## src/rtl/keypad_pkg.sv

```systemverilog
// Shared definitions for the keypad responder: sequencing states, LFSR taps
// and the key-code to matrix position map (also used by the scanner bench).
package keypad_pkg;

  typedef enum logic [2:0] {
    IDLE    = 3'd0,
    PRESS_B = 3'd1,
    HOLD    = 3'd2,
    REL_B   = 3'd3,
    DONE    = 3'd4
  } state_e;

  localparam logic [15:0] LFSR_TAPS = 16'hB400;

  // Row of a key on the 4x4 matrix (top row 1 2 3 A, bottom row E 0 F D).
  function automatic logic [1:0] key_to_row(input logic [3:0] key);
    logic [1:0] row;
    case (key)
      4'h1, 4'h2, 4'h3, 4'hA: row = 2'd0;
      4'h4, 4'h5, 4'h6, 4'hB: row = 2'd1;
      4'h7, 4'h8, 4'h9, 4'hC: row = 2'd2;
      default:                row = 2'd3;
    endcase
    return row;
  endfunction

  // Column of a key on the 4x4 matrix.
  function automatic logic [1:0] key_to_col(input logic [3:0] key);
    logic [1:0] col;
    case (key)
      4'h1, 4'h4, 4'h7, 4'hE: col = 2'd0;
      4'h2, 4'h5, 4'h8, 4'h0: col = 2'd1;
      4'h3, 4'h6, 4'h9, 4'hF: col = 2'd2;
      default:                col = 2'd3;
    endcase
    return col;
  endfunction

endpackage

```

## src/rtl/keypad_responder_lfsr16.sv

```systemverilog
// 16-bit right-shifting Galois LFSR, free-running; a zero seed would lock up,
// so it is replaced by 1.
module lfsr16
  import keypad_pkg::*;
(
  input  logic        clk,
  input  logic        rst_n,
  input  logic [15:0] seed,
  output logic [15:0] q
);

  // Load the seed on reset, otherwise advance one step per clock.
  always_ff @(posedge clk) begin
    if (!rst_n) begin
      q <= (seed == 16'h0000) ? 16'h0001 : seed;
    end else if (q[0]) begin
      q <= (q >> 1) ^ LFSR_TAPS;
    end else begin
      q <= q >> 1;
    end
  end

endmodule

```

## src/rtl/keypad_responder.sv

```systemverilog
// Keypad matrix responder: on request closes one key contact, with
// pseudo-random chatter on press and release, and answers the scanner's
// column drive on the matching row line.
//
// state   | meaning
// IDLE    | contact open, ready for a press request
// PRESS_B | press chatter, contact follows LFSR bit 0
// HOLD    | contact solidly closed for cmd_hold * HOLD_UNIT cycles
// REL_B   | release chatter, contact follows LFSR bit 0
// DONE    | contact open, done pulse, back to IDLE
module keypad_responder
  import keypad_pkg::*;
#(
  parameter int          BOUNCE_CYCLES = 2000,
  parameter int          HOLD_UNIT     = 12000,
  parameter logic [15:0] LFSR_SEED     = 16'hACE1
) (
  input  logic        clk,
  input  logic        rst_n,
  input  logic [3:0]  keypad_cols,
  output logic [3:0]  keypad_rows,
  input  logic        cmd_valid,
  output logic        cmd_ready,
  input  logic [3:0]  cmd_key,
  input  logic [15:0] cmd_hold,
  output logic        busy,
  output logic        done
);

  localparam bit HAS_BOUNCE = (BOUNCE_CYCLES > 0);
  localparam int BW = HAS_BOUNCE ? $clog2(BOUNCE_CYCLES + 1) : 1;
  localparam int UW = (HOLD_UNIT > 1) ? $clog2(HOLD_UNIT) : 1;
  localparam logic [BW-1:0] B_LOAD = BW'(HAS_BOUNCE ? BOUNCE_CYCLES - 1 : 0);
  localparam logic [UW-1:0] U_LOAD = UW'(HOLD_UNIT - 1);

  state_e        state_q, state_d;
  state_e        after_press, after_hold;
  logic [3:0]    key_q;
  logic [15:0]   hold_q, hold_src;
  logic          contact_q;
  logic [BW-1:0] bcnt_q;
  logic [UW-1:0] ucnt_q;
  logic [15:0]   hcnt_q;
  logic [15:0]   lfsr_q;
  logic          lfsr_unused;

  lfsr16 u_lfsr (
    .clk   (clk),
    .rst_n (rst_n),
    .seed  (LFSR_SEED),
    .q     (lfsr_q)
  );

  // Only bit 0 drives the chatter; the upper bits are pure LFSR state.
  assign lfsr_unused = ^lfsr_q[15:1];

  // On the accept edge the hold count is still on the command bus.
  assign hold_src    = (state_q == IDLE) ? cmd_hold : hold_q;
  assign after_hold  = HAS_BOUNCE ? REL_B : DONE;
  assign after_press = (hold_src != 16'd0) ? HOLD : after_hold;

  assign cmd_ready = (state_q == IDLE);
  assign busy      = (state_q != IDLE);
  assign done      = (state_q == DONE);

  // Next-state selection; phases of zero length are skipped entirely.
  always_comb begin
    state_d = state_q;
    case (state_q)
      IDLE:    if (cmd_valid) state_d = HAS_BOUNCE ? PRESS_B : after_press;
      PRESS_B: if (bcnt_q == '0) state_d = after_press;
      HOLD:    if (ucnt_q == '0 && hcnt_q == 16'd0) state_d = after_hold;
      REL_B:   if (bcnt_q == '0) state_d = DONE;
      DONE:    state_d = IDLE;
      default: state_d = IDLE;
    endcase
  end

  // State, latched command, contact and phase down-counters.
  always_ff @(posedge clk) begin
    if (!rst_n) begin
      state_q   <= IDLE;
      key_q     <= 4'h0;
      hold_q    <= 16'd0;
      contact_q <= 1'b0;
      bcnt_q    <= '0;
      ucnt_q    <= '0;
      hcnt_q    <= 16'd0;
    end else begin
      state_q <= state_d;

      if (state_q == IDLE && cmd_valid) begin
        key_q  <= cmd_key;
        hold_q <= cmd_hold;
      end

      case (state_d)
        HOLD:           contact_q <= 1'b1;
        PRESS_B, REL_B: contact_q <= lfsr_q[0];
        default:        contact_q <= 1'b0;
      endcase

      if (state_d != state_q && (state_d == PRESS_B || state_d == REL_B)) begin
        bcnt_q <= B_LOAD;
      end else if (bcnt_q != '0) begin
        bcnt_q <= bcnt_q - BW'(1);
      end

      if (state_d == HOLD && state_q != HOLD) begin
        ucnt_q <= U_LOAD;
        hcnt_q <= hold_src - 16'd1;
      end else if (state_q == HOLD) begin
        if (ucnt_q == '0) begin
          ucnt_q <= U_LOAD;
          if (hcnt_q != 16'd0) hcnt_q <= hcnt_q - 16'd1;
        end else begin
          ucnt_q <= ucnt_q - UW'(1);
        end
      end
    end
  end

  // Row sense: the closed key pulls its row low only while its column is driven.
  always_comb begin
    keypad_rows = 4'b1111;
    if (contact_q && !keypad_cols[key_to_col(key_q)]) begin
      keypad_rows[key_to_row(key_q)] = 1'b0;
    end
  end

endmodule
```

## config.mk

```make
export PLATFORM = sky130hd
export DESIGN_NAME = keypad_responder
export DESIGN_NICKNAME = d
export VERILOG_FILES = /design/src/rtl/keypad_pkg.sv /design/src/rtl/keypad_responder_lfsr16.sv /design/src/rtl/keypad_responder.sv
export SDC_FILE = /design/constraint.sdc
export NUM_CORES = 1
export LEC_CHECK = 0
export CORE_MARGIN = 4
export CORE_UTILIZATION = 35
export CTS_CLUSTER_SIZE = 30
export DETAILED_ROUTE_END_ITERATION = 12
export HOLD_SLACK_MARGIN = 0.12
export PLACE_DENSITY_LB_ADDON = 0.05
export SKIP_CTS_REPAIR_TIMING = 1
export SLEW_MARGIN = 15
export SYNTH_ARGS = -nofsm -noshare
export SYNTH_HDL_FRONTEND = slang
export SYNTH_SLANG_ARGS = --single-unit
```

## constraint.sdc

```tcl
create_clock -name clk -period 5.2 [get_ports clk]
set_clock_uncertainty 0.15 [all_clocks]
set_input_delay 1.56 -clock clk [delete_from_list [all_inputs] [get_ports clk]]
set_output_delay 1.56 -clock clk [all_outputs]
set_load 0.01 [all_outputs]
```

### After elaboration in Yosys (flattened, before gate mapping)

Memories as Yosys holds them, arrays and structs flattened. A register that Yosys moved wholly into a read port is not among the register bits.
Cells that the tools add are included.

* register bits: 81
* bits in read-only memories: 64
* output and inout port bits: 7
* word-level logic and storage cells: 83
* memories kept: 2

Memories
* (no name shown): words 16, width 2, rd ports 1, clocked after Yosys merged registers in 1, wr ports 0, RTL line keypad_pkg.sv:30 `case (key)`
* (no name shown): words 16, width 2, rd ports 1, clocked after Yosys merged registers in 1, wr ports 0, RTL line keypad_pkg.sv:18 `case (key)`

* add/subtract/negate cells: 4
* order comparisons: 3
* equal/unequal tests: 9
* mux-type cells: 28
* bitwise logic cells: 3
* reduce and logical (&&, ||, !) cells: 24

Operators by type and width (count)
* $mux 16: 6
* $mux 14: 3
* $reduce_bool 16->1: 2
* $sub 16x1->16 const B: 2
* $mux 11: 2
* $mux 4: 5
* $logic_not 16->1: 1
* $logic_not 14->1: 1
* $sub 14x1->14 const B: 1
* $eq 3x2->1 const B: 4
* $mux 3: 4
* $pmux 3 s4: 1
* $logic_not 11->1: 1
* $reduce_bool 11->1: 1
* $sub 11x1->11 const B: 1
* $reduce_bool 2->1: 4
* $eq 3x1->1 const B: 2
* $logic_and 1x1->1: 6
* $lt 2x3->1 const B: 2
* $reduce_or 2->1: 3
* $not 3->4: 1
* $not 4->4: 1
* $eq 3x3->1 const B: 1
* $logic_not 3->1: 1
* 13 further kinds: 15

### Depth between registers and ports, before layout

* word-level depth: 11
* mapped depth: 17
* mapped depth without buffers: 15

### Cells and area by module

From an unflattened synthesis, not the netlist that was laid out.

* cell total of the unflattened synthesis: 562
* area total of the unflattened synthesis: 4480.5 sq um

By module, submodules not included
* keypad_responder: times used 1, cells an instance 515, area each 3885.0 sq um
* lfsr16: times used 1, cells an instance 47, area each 595.6 sq um

### Worst setup path after synthesis

Ideal clock, no wire load.

* path kind: input-to-reg
* from: in cmd_hold[2]
* to: reg hcnt_q[8]
* setup time: 124 ps
* data arrival time: 4185 ps
* required time: 4926 ps
* slack: 742 ps
* cell stages on the path: 15
* path through: or4_4 nor4b_4 o2bb2ai_2 nand2b_2 buf_2 a21oi_1 a21oi_1 ha_1 buf_4 inv_1 o41ai_1 o22ai_1 nor4_1 a21o_1 a21oi_1

* word-level cells in the longest chain between the ends: 9
* elaborated cells on any way between the ends: 13
* those cells by class: add/sub (1); eq/ne (1); mux (5); reduce/logical (6)

Ends and longest elaborated chain
* start: declaration: RTL line keypad_responder.sv:25 `input logic [15:0] cmd_hold,`
* $mux 16 (*): RTL line keypad_responder.sv:58 `assign hold_src = (state_q == IDLE) ? cmd_hold : hold_q;`
* $reduce_bool 16->1: RTL line keypad_responder.sv:60 `assign after_press = (hold_src != 16'd0) ? HOLD : after_hold;`
* $mux 1: RTL line keypad_responder.sv:60
* $mux 3: RTL line keypad_responder.sv:71 `PRESS_B: if (bcnt_q == '0) state_d = after_press;`
* $pmux 3 s4: RTL line keypad_responder.sv:69 `case (state_q)`
* $eq 3x2->1: RTL line keypad_responder.sv:109 `if (state_d == HOLD && state_q != HOLD) begin`
* $logic_and 1x1->1: RTL line keypad_responder.sv:109
* $reduce_bool 2->1 (no line)
* $reduce_and 3->1 (no line)
* end signal: assignment: RTL line keypad_responder.sv:111 `hcnt_q <= hold_src - 16'd1;`
* end signal: assignment: RTL line keypad_responder.sv:115 `if (hcnt_q != 16'd0) hcnt_q <= hcnt_q - 16'd1;`
* end: declaration: RTL line keypad_responder.sv:43 `logic [15:0] hcnt_q;`

Mark *: on every way between the ends. The rest lies on a longest branch, timed or not.
A chain may end at the register's enable or synchronous reset.

### Worst setup path after layout

* from: in keypad_cols[3]
* to: out keypad_rows[2]

* word-level cells in the longest chain between the ends: 5

Ends and longest elaborated chain
* start: declaration: RTL line keypad_responder.sv:20 `input logic [3:0] keypad_cols,`
* $bmux 1 s2: RTL line keypad_responder.sv:126 `if (contact_q && !keypad_cols[key_to_col(key_q)]) begin`
* $mux 1 (implied by the code): RTL line keypad_responder.sv:126
* $logic_not 1->1: RTL line keypad_responder.sv:126
* $logic_and 1x1->1: RTL line keypad_responder.sv:126
* $mux 4: RTL line keypad_responder.sv:126
* end: declaration: RTL line keypad_responder.sv:21 `output logic [3:0] keypad_rows,`

No other way between the ends. The select of a mux whose other input is x is not followed.

==> results.yml <==
global_route:
  grt_max_degree: 45
  grt_pass1_vias: 4065
  track_usage_pct: 16.4
  grt_pass1_wl_um: 20900
  grt_overflow: 0
  antenna_found_initial: 0
logic_synthesis:
  syn_nets: 602
  synth_edf_count: 0
  synth_cell_types: 79
  avgSynthCellArea_um2: 8.30
  synth_flop_cell: "dfxtp_1"
  synth_seq_cells: 85
  syn_area_mm2: 0.00475
  synthCells: 572
  synthArstFlopShare_pct: 0
  synth-warning-count: 0
  ys_seq_area_share_pct: 35.8
routing:
  first_iter_violations: 259
  ant_nets: 0
  wirelength_um: 12600
  routed_via_density: 5.47
  wire_per_inst_um: 16.4
  first_pass_iters: 4
  drc_errors: 0
  num_vias: 4215
finish:
  fillers: 1400
  final-seq-area_mm2: 0.00170
  fin_cells: 771
  layout_common_cells: "85 x dfxtp_1, 66 x nand2_1, 60 x nor2_1"
  diodes: 0
  drive_gt1_share_pct: 9.75
  final_common_cell: "dfxtp_1"
  multi_input_area_mm2: 0.00281
  nNetsFinal: 621
  syn_to_final_growth_pct: 15.6
placed_design:
  dp_hpwl_um: 8900
  io_buffers: 33
  dp_cells: 756
  finalWeightedCongestion: 0.829
worst_setup_path:
  critPathSlowestCell: "clkdlybuf4s50_1"
  critPathMaxFanout: 3
  cpPeakStageDelay_ps: 480
  cp_top_family: "buffers and inverters"
  start_kind: "input port"
  required_ps: 3490
  crit_type: "input port to output port"
  crit_path_end_kind: "output port"
  cp_num_buf_inv: 2
  cp_cell_sequence: "clkdlybuf4s50_1, mux4_2, nor2b_1, nor2b_1, nand2_1, clkdlybuf4s50_1"
  worst_ep_arrival_time_ps: 3340
timing:
  hold_violations: 0
  report.final.slew_viol_count: 0
  tightestPinTransition_ps: 982
  grt_setup_unrepaired: "no"
  clock.fmax_mhz: 198
  fin_crit_ps: 5050
  relSlewSlack_pct: 34.3
  setup_tns_ps: 0
  period_share_pct: 97.1
  setup_viol: 0
power_and_ir_drop:
  vdd_drop_max_mv: 0.169
  power.density_mw_per_mm2: 334
  power_uw: 1840
  leakagePower_uw: 0.00210
cts:
  cts.sinks: 85
  cts_buffer_depth: 2
  clk_pin_slew_worst_paths_ps: 60
  clk_latency_ps: 350
  htree_levels: 3
  numCtsBuffers: 9
  cts_tree: "built"
  cts_root_buffer: "clkbuf_16"
die:
  core_mm2: 0.0132
  start_util_pct: 35.9
  fp.dieH_um: 124
  die_w_um: 124
  dieArea_mm2: 0.0155
  num_rows: 42
  ios: 34
run:
  drv_cap: 0
worst_hold_path:
  hold_class: "flop to flop"
outcome:
  outcome: "complete, no violations"
worst paths after layout:
kind / start / endpoint / slack (ps) / cells past startpoint
worst min-delay path: u_lfsr.q[7] / u_lfsr.q[6] / 260 / 1
worst min register to register: u_lfsr.q[7] / u_lfsr.q[6] / 260 / 1
worst max-delay path: keypad_cols[3] / keypad_rows[2] / 150 / 6
worst max register to register: bcnt_q[0] / hcnt_q[14] / 1300 / 14
sequential cells by signal, indices dropped and copies added (netlist names), named ones only:
name and flops:
key_q 4, hcnt_q 16, state_q 3, bcnt_q 11
ucnt_q 14, u_lfsr.q 16, contact_q 1, hold_q 16
area by class of cell:
| class | count | share of cell area, % |
|---|---|---|
| multi-input cells | 438 | 51.1 |
| flip-flops and latches | 85 | 31.0 |
| well taps | 176 | 4.01 |
| inverters | 15 | 1.03 |
| clock buffers | 11 | 4.24 |
| clock inverters | 4 | 1.34 |
| repair buffers | 42 | 7.25 |
synth_stat cells (all sizes together) (13+ instances only):
| master | count | share of area, % |
|---|---|---|
| dfxtp | 85 | 36 |
| nand2 | 66 | 5.2 |
| nor2 | 61 | 4.9 |
| a21oi | 31 | 3.3 |
| nor3 | 31 | 3.4 |
| o21ai | 19 | 2.0 |
| buf | 18 | 2.8 |
| xnor2 | 18 | 3.3 |
| clkbuf | 16 | 1.3 |
| nor4 | 16 | 2.7 |
| inv | 14 | 1.1 |
| nand2b | 13 | 1.8 |
| nand4 | 13 | 1.7 |
through the flow:
step                hold slack, ps  setup slack, ps  area [µm²]  util [%]
floorplan                      236              742        4750         -
global placement               239              149        5180      39.1
finish                         256              151        5490      41.4
CTS                            259              136        5490      41.4
global route                   262             6.85        5490      41.4
detailed placement             244             52.3        5180      39.1
worst register-to-register path, cell delays in order (launching register included):
cell and delay (ps):
dfxtp_1 320, inv_1 80, ha_1 220, or4b_4 540
nor3_1 330, and4b_1 320, nand2b_2 80, buf_4 170
a21oi_1 200, ha_1 300, nand4_1 220, nor4_1 350
nand4_1 130, nor3b_1 190, a211oi_1 220
cells by family (layout without fill, tap and decap cells):
family / count (synthesis) / in the layout / share of synthesized area [%]
flip-flops: 85 / 85 / 35.8
XOR/XNOR: 24 / 24 / 4.43
multiplexers: 20 / 20 / 4.66
AND/OR/NAND/NOR: 270 / 270 / 30.7
AO/OA/AOI/OAI: 121 / 121 / 18.4
buffers and inverters: 49 / 72 / 5.22
adder cells (fa/ha/maj): 3 / 3 / 0.790
routing by layer:
| metal | global-route usage [%] | vias to the layer above | routed length, µm |
|---|---|---|---|
| met5 | 0 | - | 0 |
| met4 | 4.32 | 0 | 154 |
| met3 | 4.72 | 16 | 585 |
| met2 | 25.3 | 90 | 5720 |
| met1 | 22.5 | 1990 | 6160 |
| li1 | - | 2119 | - |
where the power goes:
group	switching [µW]	internal, µW	total [µW]
Sequential	49.5	705	754
Clock	265	419	683
Combinational	224	174	398
Total	538	1300	1840
Note: power is estimated with default switching activity, not from simulation.
